==> src/rtl/stream_transposer_pkg.sv <==
// Shared helpers for the streaming transposer: pointer sizing only, since
// every width is derived per instance from D1_WIDTH / D2_WIDTH.
package stream_transposer_pkg;

   // Width of a pointer that counts 0..n-1; never narrower than one bit.
   function automatic int ptr_w(input int n);
      return (n > 1) ? $clog2(n) : 1;
   endfunction

endpackage

==> src/rtl/transposer_bank.sv <==
// One ping-pong bank: a D1_WIDTH x D2_WIDTH register array written a row
// at a time and read a column at a time through a combinational mux.
// Contents are deliberately not reset; the full flags in the top decide
// whether anything stored here is meaningful.
module transposer_bank
   import stream_transposer_pkg::*;
#(
   parameter int D1_WIDTH = 8,
   parameter int D2_WIDTH = 3
) (
   input  logic                          clk,
   input  logic                          i_we,
   input  logic [ptr_w(D1_WIDTH)-1:0]    i_wr_row,
   input  logic [D2_WIDTH-1:0]           i_wr_data,
   input  logic [ptr_w(D2_WIDTH)-1:0]    i_rd_col,
   output logic [D1_WIDTH-1:0]           o_rd_col
);

   localparam int RW = ptr_w(D1_WIDTH);
   localparam int CW = ptr_w(D2_WIDTH);

   logic [D2_WIDTH-1:0] r_mem [D1_WIDTH];

   // Row write: decoded compare keeps out-of-range pointer codes harmless.
   always_ff @(posedge clk) begin
      for (int r = 0; r < D1_WIDTH; r++) begin
         if (i_we && (i_wr_row == RW'(r))) begin
            r_mem[r] <= i_wr_data;
         end
      end
   end

   // Column read: bit i of the output is row i, bit i_rd_col.
   always_comb begin
      o_rd_col = '0;
      for (int i = 0; i < D1_WIDTH; i++) begin
         for (int j = 0; j < D2_WIDTH; j++) begin
            if (i_rd_col == CW'(j)) begin
               o_rd_col[i] = r_mem[i][j];
            end
         end
      end
   end

endmodule

==> src/rtl/stream_transposer.sv <==
// Streaming matrix transposer: rows of D2_WIDTH bits in, columns of
// D1_WIDTH bits out, through two ping-pong banks so one matrix can be
// filled while the other drains.
//
// Handshake: a beat moves on a rising edge where valid & ready are both
// high. in_ready depends only on the write bank's full flag and out_valid
// only on the read bank's full flag, so neither looks at the partner's
// valid/ready combinationally.
module stream_transposer
   import stream_transposer_pkg::*;
#(
   parameter int D1_WIDTH = 8,
   parameter int D2_WIDTH = 3
) (
   input  logic                 clk,
   input  logic                 nrst,
   input  logic [D2_WIDTH-1:0]  in_data,
   input  logic                 in_valid,
   output logic                 in_ready,
   output logic                 in_last,
   output logic [D1_WIDTH-1:0]  out_data,
   output logic                 out_valid,
   input  logic                 out_ready,
   output logic                 out_last
);

   localparam int WP_W = ptr_w(D1_WIDTH);
   localparam int RP_W = ptr_w(D2_WIDTH);
   localparam logic [WP_W-1:0] WP_LAST = WP_W'(D1_WIDTH - 1);
   localparam logic [RP_W-1:0] RP_LAST = RP_W'(D2_WIDTH - 1);

   logic [1:0]          r_full;
   logic                r_wr_bank;
   logic                r_rd_bank;
   logic [WP_W-1:0]     r_wr_ptr;
   logic [RP_W-1:0]     r_rd_ptr;

   logic                w_in_ready;
   logic                w_out_valid;
   logic                w_in_fire;
   logic                w_out_fire;
   logic                w_wr_last;
   logic                w_rd_last;
   logic                w_wr_done;
   logic                w_rd_done;
   logic [1:0]          w_full_nxt;
   logic [1:0]          w_bank_we;
   logic [D1_WIDTH-1:0] w_bank_col [2];

   assign w_in_ready  = ~r_full[r_wr_bank];
   assign w_out_valid = r_full[r_rd_bank];
   assign w_in_fire   = in_valid & w_in_ready;
   assign w_out_fire  = w_out_valid & out_ready;
   assign w_wr_last   = (r_wr_ptr == WP_LAST);
   assign w_rd_last   = (r_rd_ptr == RP_LAST);
   assign w_wr_done   = w_in_fire & w_wr_last;
   assign w_rd_done   = w_out_fire & w_rd_last;

   assign in_ready  = w_in_ready;
   assign in_last   = w_wr_last;
   assign out_valid = w_out_valid;
   assign out_last  = w_out_valid & w_rd_last;
   assign out_data  = r_rd_bank ? w_bank_col[1] : w_bank_col[0];

   // Route the input row to whichever bank is currently being filled.
   always_comb begin
      w_bank_we            = '0;
      w_bank_we[r_wr_bank] = w_in_fire;
   end

   // Full-flag update. A completing write and a completing read always hit
   // different banks (write bank is empty, read bank is full), so both
   // updates can land on the same edge without conflict.
   always_comb begin
      w_full_nxt = r_full;
      if (w_wr_done) begin
         w_full_nxt[r_wr_bank] = 1'b1;
      end
      if (w_rd_done) begin
         w_full_nxt[r_rd_bank] = 1'b0;
      end
   end

   // Full flags: cleared by reset, which discards any buffered matrix.
   always_ff @(posedge clk) begin
      if (!nrst) begin
         r_full <= '0;
      end else begin
         r_full <= w_full_nxt;
      end
   end

   // Write side: advance the row pointer, swap banks after the last row.
   always_ff @(posedge clk) begin
      if (!nrst) begin
         r_wr_ptr  <= '0;
         r_wr_bank <= 1'b0;
      end else if (w_in_fire) begin
         if (w_wr_last) begin
            r_wr_ptr  <= '0;
            r_wr_bank <= ~r_wr_bank;
         end else begin
            r_wr_ptr  <= r_wr_ptr + WP_W'(1);
         end
      end
   end

   // Read side: advance the column pointer, release the bank after the last
   // column. With both banks empty nothing fires and the pointer holds.
   always_ff @(posedge clk) begin
      if (!nrst) begin
         r_rd_ptr  <= '0;
         r_rd_bank <= 1'b0;
      end else if (w_out_fire) begin
         if (w_rd_last) begin
            r_rd_ptr  <= '0;
            r_rd_bank <= ~r_rd_bank;
         end else begin
            r_rd_ptr  <= r_rd_ptr + RP_W'(1);
         end
      end
   end

   // Two identical banks; the top owns all pointer and flag state.
   for (genvar b = 0; b < 2; b++) begin : g_bank
      transposer_bank #(
         .D1_WIDTH (D1_WIDTH),
         .D2_WIDTH (D2_WIDTH)
      ) u_bank (
         .clk       (clk),
         .i_we      (w_bank_we[b]),
         .i_wr_row  (r_wr_ptr),
         .i_wr_data (in_data),
         .i_rd_col  (r_rd_ptr),
         .o_rd_col  (w_bank_col[b])
      );
   end

endmodule

==> config.mk <==
export PLATFORM = sky130hd
export DESIGN_NAME = stream_transposer
export DESIGN_NICKNAME = d
export VERILOG_FILES = /design/src/rtl/stream_transposer_pkg.sv /design/src/rtl/transposer_bank.sv /design/src/rtl/stream_transposer.sv
export SDC_FILE = /design/constraint.sdc
export NUM_CORES = 1
export LEC_CHECK = 0
export BUFFER_PORTS_ARGS = -buffer_cell sky130_fd_sc_hd__buf_2
export CORE_UTILIZATION = 44
export DETAILED_ROUTE_END_ITERATION = 6
export HOLD_SLACK_MARGIN = 0.03
export PLACE_DENSITY_LB_ADDON = 0.1
export SLEW_MARGIN = 20
export SYNTH_ARGS = -nofsm -noshare
export SYNTH_HDL_FRONTEND = slang
export SYNTH_SLANG_ARGS = --single-unit
==> constraint.sdc <==
create_clock -name clk -period 2.1 [get_ports clk]
set_clock_uncertainty 0.15 [all_clocks]
set_input_delay 0 -clock clk [delete_from_list [all_inputs] [get_ports clk]]
set_output_delay 0 -clock clk [all_outputs]
set_load 0.005 [all_outputs]
### Word-level counts from Yosys, hierarchy flattened

Memories as Yosys holds them, arrays and structs flattened.
Cells that the tools add are included.

* bits in registers: 9
* bits in latches: 0
* RAM bits: 48
* ROM bits: 0
* word-level logic and storage cells: 205
* memories kept: 2

* add/subtract/negate cells: 2
* multipliers: 0
* divide/modulo/power cells: 0
* order comparisons: 4
* eq/ne operators: 9
* shift-type cells: 0
* multiplexer cells: 135
* bitwise operators: 12
* reductions and logical operators: 36

Memory list
* g_bank[0].u_bank.r_mem: depth 8, bits a word 3, rd ports 8, clocked after Yosys merged registers in 0, write ports 1, RTL line transposer_bank.sv:22 `logic [D2_WIDTH-1:0] r_mem [D1_WIDTH];`
* g_bank[1].u_bank.r_mem: depth 8, bits a word 3, rd ports 8, clocked after Yosys merged registers in 0, write ports 1, RTL line transposer_bank.sv:22

Operators with widths (count)
* 2-to-1 mux 1 bit: 100
* 2-to-1 mux 3 bit: 29
* OR reduction 3 bit: 14
* logical AND 1 bit: 18
* == test 3 bit (second input constant): 4
* 2-to-1 mux 8 bit: 1
* == test 3 x 2 -> 1 bit (second input constant): 2
* 2-to-1 mux 2 bit: 3
* AND 1 bit: 5
* AND 2 bit: 2
* < comparator 1 x 2 -> 1 bit (second input constant): 2
* AND reduction 2 bit: 2
* adder 3 x 1 -> 3 bit (second input constant): 1
* == test 3 x 1 -> 1 bit (second input constant): 1
* logical NOT 3 bit: 1
* inverter 1 bit: 3
* adder 2 x 1 -> 2 bit (second input constant): 1
* demux 1 bit (select 1 bit): 2
* == test 2 x 1 -> 1 bit (second input constant): 1
* == test 2 bit (second input constant): 1
* greater-or-equal comparator 1 bit (second input constant): 2
* logical NOT 2 bit: 1
* inverter 2 bit: 1
* bitwise OR 2 bit: 1

### Logic depth before layout (Yosys ltp)

* depth after elaboration: 16
* gate-level depth with buffers: 5
* depth with buffers taken out: 5

### Hierarchy

From an unflattened synthesis, not the netlist that was laid out.

* cells, all modules: 172
* area, all modules: 2503.7 um2

By module, submodules not included
* transposer_bank: instances 2, cells an instance 57, area each 977.2 um2, seq. area each 720.7 um2
* stream_transposer: instances 1, cells an instance 58, area each 549.3 um2, seq. area each 180.2 um2

### Worst setup path before layout

No wires, ideal clock.

* kind: register -> register
* start point: register r_wr_ptr[0]
* end point: memory g_bank[0].u_bank.r_mem[7][1], in the netlist g_bank[0].u_bank.r_mem[1][10] (enable)
* setup time: 0.345 ns
* arrival time: 1.145 ns
* required time: 1.605 ns
* setup slack: 0.460 ns
* cell stages (with the launch flop): 5
* clock period less this slack: 1.640 ns
* cell sequence: dfxtp_1 -> ha_1 -> ha_1 -> nand2_1 -> nor3_1

* elaborated cells on any way between the ends: 53

RTL lines
* start, declared: RTL line stream_transposer.sv:35 `logic [WP_W-1:0] r_wr_ptr;`
* start signal, assigned: RTL line stream_transposer.sv:103 `r_wr_ptr <= r_wr_ptr + WP_W'(1);`
* == test 3 bit *
* named net in_last: RTL line stream_transposer.sv:20 `output logic in_last,`
* logical AND 1 bit *: RTL line transposer_bank.sv:27 `if (i_we && (i_wr_row == RW'(r))) begin`
* 2-to-1 mux 1 bit *: RTL line transposer_bank.sv:27
* 2-to-1 mux 1 bit (not written as such) *: RTL line transposer_bank.sv:28 `r_mem[r] <= i_wr_data;`
* OR reduction 3 bit (no source line)
* 2-to-1 mux 3 bit (no source line) / 2-to-1 mux 1 bit (equally long branches)
* end, declared: RTL line transposer_bank.sv:22

The timed path passes the listed nets; every way through them passes the cells marked *.

### Worst setup path in the final report

* start point: register r_wr_ptr[1]
* end point: register r_full[0]

* cells in the longest elaborated chain, start to end: 5

RTL lines
* == test 3 bit *: RTL line stream_transposer.sv:54 `assign w_wr_last = (r_wr_ptr == WP_LAST);`
* AND 1 bit *: RTL line stream_transposer.sv:56 `assign w_wr_done = w_in_fire & w_wr_last;`
* 2-to-1 mux 2 bit *: RTL line stream_transposer.sv:76 `if (w_wr_done) begin`
* AND 2 bit (no source line)
* 2-to-1 mux 2 bit *: RTL line stream_transposer.sv:79 `if (w_rd_done) begin`
* end signal, assigned: RTL line stream_transposer.sv:89 `r_full <= w_full_nxt;`
* end, declared: RTL line stream_transposer.sv:32 `logic [1:0] r_full;`

Mark *: on every way between the ends. The rest lies on a longest branch, timed or not.
A chain may end at the register's enable or synchronous reset.

==> key figures <==
STA
  – Max Slew Vio Count: 0
  – Setup TNS: 0 ns
  – RSZ-0062 raised after global routing: false
  – Peak Freq: 0.5026 GHz
  – Worst-margin pin slew: 0.4931 ns
  – Fin. Hold Viols: 0
  – Worst rel slew slack: 66.87%
  – Tmin final: 1.990 ns
  – Fin crit share: 94.74%
  – Hold slack: 0.3438 ns
  – # setup viols final: 0

Clock network
  – H-tree levels: 3
  – Num CTS Buffers: 9
  – Clock Latency Late Sink: 0.33 ns
  – Setup bufs post-CTS: 0
  – CTS Sinks: 57
  – Clock root cell: clkbuf_8
  – Clock-pin slew on the worst setup and hold paths: 0.06 ns
  – CTS tree: done
  – CTS Buffer Depth: 2

Global routing
  – Vias in the first global route: 1626
  – Total Routing Usage GR: 18.81%
  – Initial antenna violation count: 0
  – Largest net degree at the start of global routing: 18
  – GRT overflow: 0
  – First-pass GRT wire length: 8031 um

Placement
  – GP Congestion: 0.8193
  – Post-DP Area: 2633 um2
  – Port Buf Inserts: 18
  – Hpwl dp: 3123 um

Worst setup path
  – Crit. End Element: flip-flop
  – Reg-to-reg startpoint: r_wr_ptr[1]
  – CP Class: reg -> reg
  – RR Endpoint: r_full[0]
  – WP data required: 2.23 ns
  – Critical Path AT: 2.12 ns
  – R2R depth: 6
  – CP Max Fanout: 5
  – CP startpoint kind: flip-flop
  – Reg2reg setup slack: 0.11 ns

Route
  – Drt pass-1 iters: 4
  – DR iter-0 viols: 105
  – Total number of vias: 1587
  – DRT Wirelength: 4962 um
  – DR WL/cell: 16.88 um
  – Via density: 5.398
  – Residual DRC count: 0
  – Detail Route Antenna Nets: 0

Power
  – Leakage: 1.021 nW
  – Share of power burned in registers: 55.1%
  – Pwr per Cell Area: 786.7 nW/um2
  – Peak supply drop: 0.5235 mV
  – Internal power: 1.805 mW
  – Logic gate share of total power: 4.2%
  – Switching power: 0.4748 mW
  – Clock share of power: 40.7%
  – Sw Share: 20.83%

Yosys
  – Largest cells by area after synthesis: edfxtp_1 (59%), dfxtp_1 (7.3%), mux2_2 (7.3%)
  – Synth Cell Area: 2454 um2
  – Cell taking the most area after synthesis: edfxtp_1
  – Syn. warnings: 0
  – Unique masters post-synth: 29
  – Cells after Synth: 187
  – Most frequent cell after synthesis: edfxtp_1
  – Register bit total from synthesis: 57
  – Commonest cells post-synth: edfxtp_1 (48), nand2_1 (30), mux2_2 (16), nor2_1 (13)
  – Synth Area per Inst: 13.12 um2
  – Syn_nets: 200
  – Post-synth top area share: 58.75%
  – EDFF count, synth: 48
  – Post-synth ARST share: 0%
  – Sequential-to-total area share from yosys stat: 66.09%
  – Leading register cell type out of synthesis: edfxtp_1

Final layout
  – # diodes: 0
  – Footprint of the multi-input gates: 763.2 um2
  – Sequential Area: 1627 um2
  – Nets: 233
  – Area Overhead vs Synth: 18.10%
  – Layout cells sized above 1: 25.00%
  – Design Area, Final: 2898 um2
  – Fillers: 454

Die
  – Initial core utilization: 46.85%
  – Die ar.: 5879 um2
  – Num rows: 26
  – Core outline area: 5238 um2
  – Io pins: 19
  – Die H: 76.68 um
  – Die X: 76.68 um

Job
  – Max Cap Violations: 0

Hold path
  – Min-delay src: r_wr_ptr[0]
  – Worst Hold End: r_wr_ptr[0]
  – Hold Path Stages: 2
  – Worst Hold Class: reg -> reg

Outcome
  – Outcome: finished clean
[critical path: stages, from the launching register on]
cell,delay (ns)
dfxtp_1,0.37
ha_1,0.20
ha_2,0.22
nand2_1,0.12
o21ai_1,0.16
o311a_1,0.18
dlygate4sd3_1,0.54
[power by group through the flow]
stage / Clock [mW] / Combinational [mW] / Sequential, mW
floorplan: 0 / 0.0450 / 1.28
global placement: 0 / 0.0848 / 1.28
detailed placement: 0 / 0.0852 / 1.28
CTS: 0.939 / 0.0961 / 1.25
global route: 0.990 / 0.108 / 1.26
finish: 0.929 / 0.0960 / 1.26
[flip-flops by register name, summed over array words and instances, names as in the netlist]
register	flops
r_rd_ptr	2
r_wr_ptr	3
r_wr_bank	1
r_full	2
g_bank.u_bank.r_mem	48
r_rd_bank	1
[cells in the final DEF (no fill, tap or decap)]
cell type | synthesis | routed
edfxtp_1 | 48 | 48
nand2_1 | 30 | 30
buf_2 | 3 | 18
mux2_2 | 16 | 16
nor2_1 | 13 | 13
a31oi_1 | 9 | 9
clkbuf_8 | 0 | 9
a221oi_1 | 8 | 8
dlygate4sd3_1 | 0 | 8
inv_1 | 7 | 7
nor3_1 | 5 | 5
ha_1 | 6 | 5
dfxtp_1 | 9 | 5
mux2i_1 | 4 | 4
clkinv_1 | 1 | 4
dfxtp_2 | 0 | 4
o21ai_0 | 4 | 3
a21oi_1 | 3 | 3
buf_4 | 2 | 3
nor2b_1 | 2 | 2
nand2b_1 | 2 | 2
nand3b_1 | 2 | 2
or4_1 | 2 | 2
clkinvlp_4 | 0 | 1
and2b_1 | 1 | 1
and3_1 | 1 | 1
o21ai_1 | 0 | 1
o311a_1 | 1 | 1
nand3_1 | 1 | 1
a311oi_1 | 1 | 1
o221a_2 | 1 | 1
a211oi_1 | 1 | 1
or3_1 | 1 | 1
ha_2 | 0 | 1
bufinv_16 | 0 | 1
clkinv_2 | 0 | 1
buf_12 | 0 | 1
[final cells by class]
class | count | share of cell area [%]
inverter | 8 | 1.166
multi-input combinational | 114 | 26.34
sequential | 57 | 56.13
tap | 70 | 3.022
clock buffer | 9 | 4.275
timing repair buffer | 30 | 7.340
clock inverter | 6 | 1.727
[logic make-up after synthesis]
family | after synthesis | share of synthesized area, %
AO/OA/AOI/OAI | 28 | 8.108
adder cells (fa/ha/maj) | 6 | 3.060
buffers and inverters | 16 | 2.906
flip-flops | 57 | 66.09
multiplexers | 20 | 8.975
AND/OR/NAND/NOR | 60 | 10.86
[metal layers]
layer	part of all wire, %	up-vias	global-route usage (%)
met4	2.1	0	11.54
met2	47	36	29.20
met3	3.6	11	3.929
met1	47	778	24.13
li1	-	762	-
met5	0	-	0
[per-stage QoR]
stage / instances / util, % / worst slack [ns] / power (mW)
after floorplan: 187 / - / 0.4596 / 1.321
after global placement: 271 / 50.26 / 0.3799 / 1.362
after detailed placement: 271 / 50.26 / 0.2750 / 1.364
after CTS: 294 / 55.11 / 0.04041 / 2.290
after global routing: 294 / 55.33 / 0.01352 / 2.355
final: 294 / 55.33 / 0.1104 / 2.280
[how the worst max path moves through the flow]
| stage | slack [ns] | to | from | cells after the start |
|---|---|---|---|---|
| 2_1_floorplan | 0.46 | g_bank[0].u_bank.r_mem[1][10] | r_wr_ptr[0] | 4 |
| 3_3_place_gp | 0.38 | g_bank[0].u_bank.r_mem[1][10] | r_wr_ptr[0] | 4 |
| 3_5_place_dp | 0.28 | g_bank[0].u_bank.r_mem[1][9] | r_wr_ptr[0] | 4 |
| 4_1_cts | 0.04 | r_full[0] | r_wr_ptr[0] | 6 |
| 5_1_grt | 0.01 | r_full[0] | r_wr_ptr[1] | 6 |
| 6_report | 0.11 | r_full[0] | r_wr_ptr[1] | 6 |
[timing repair]
| item | in CTS | in global routing |
|---|---|---|
| resized for setup | 0 | 7 |
| hold endpoints to repair | 63 | 0 |
| hold buffers | 8 | 0 |
| endpoints found under the setup margin | 0 | 10 |
Power figures use the tool's default switching activity.
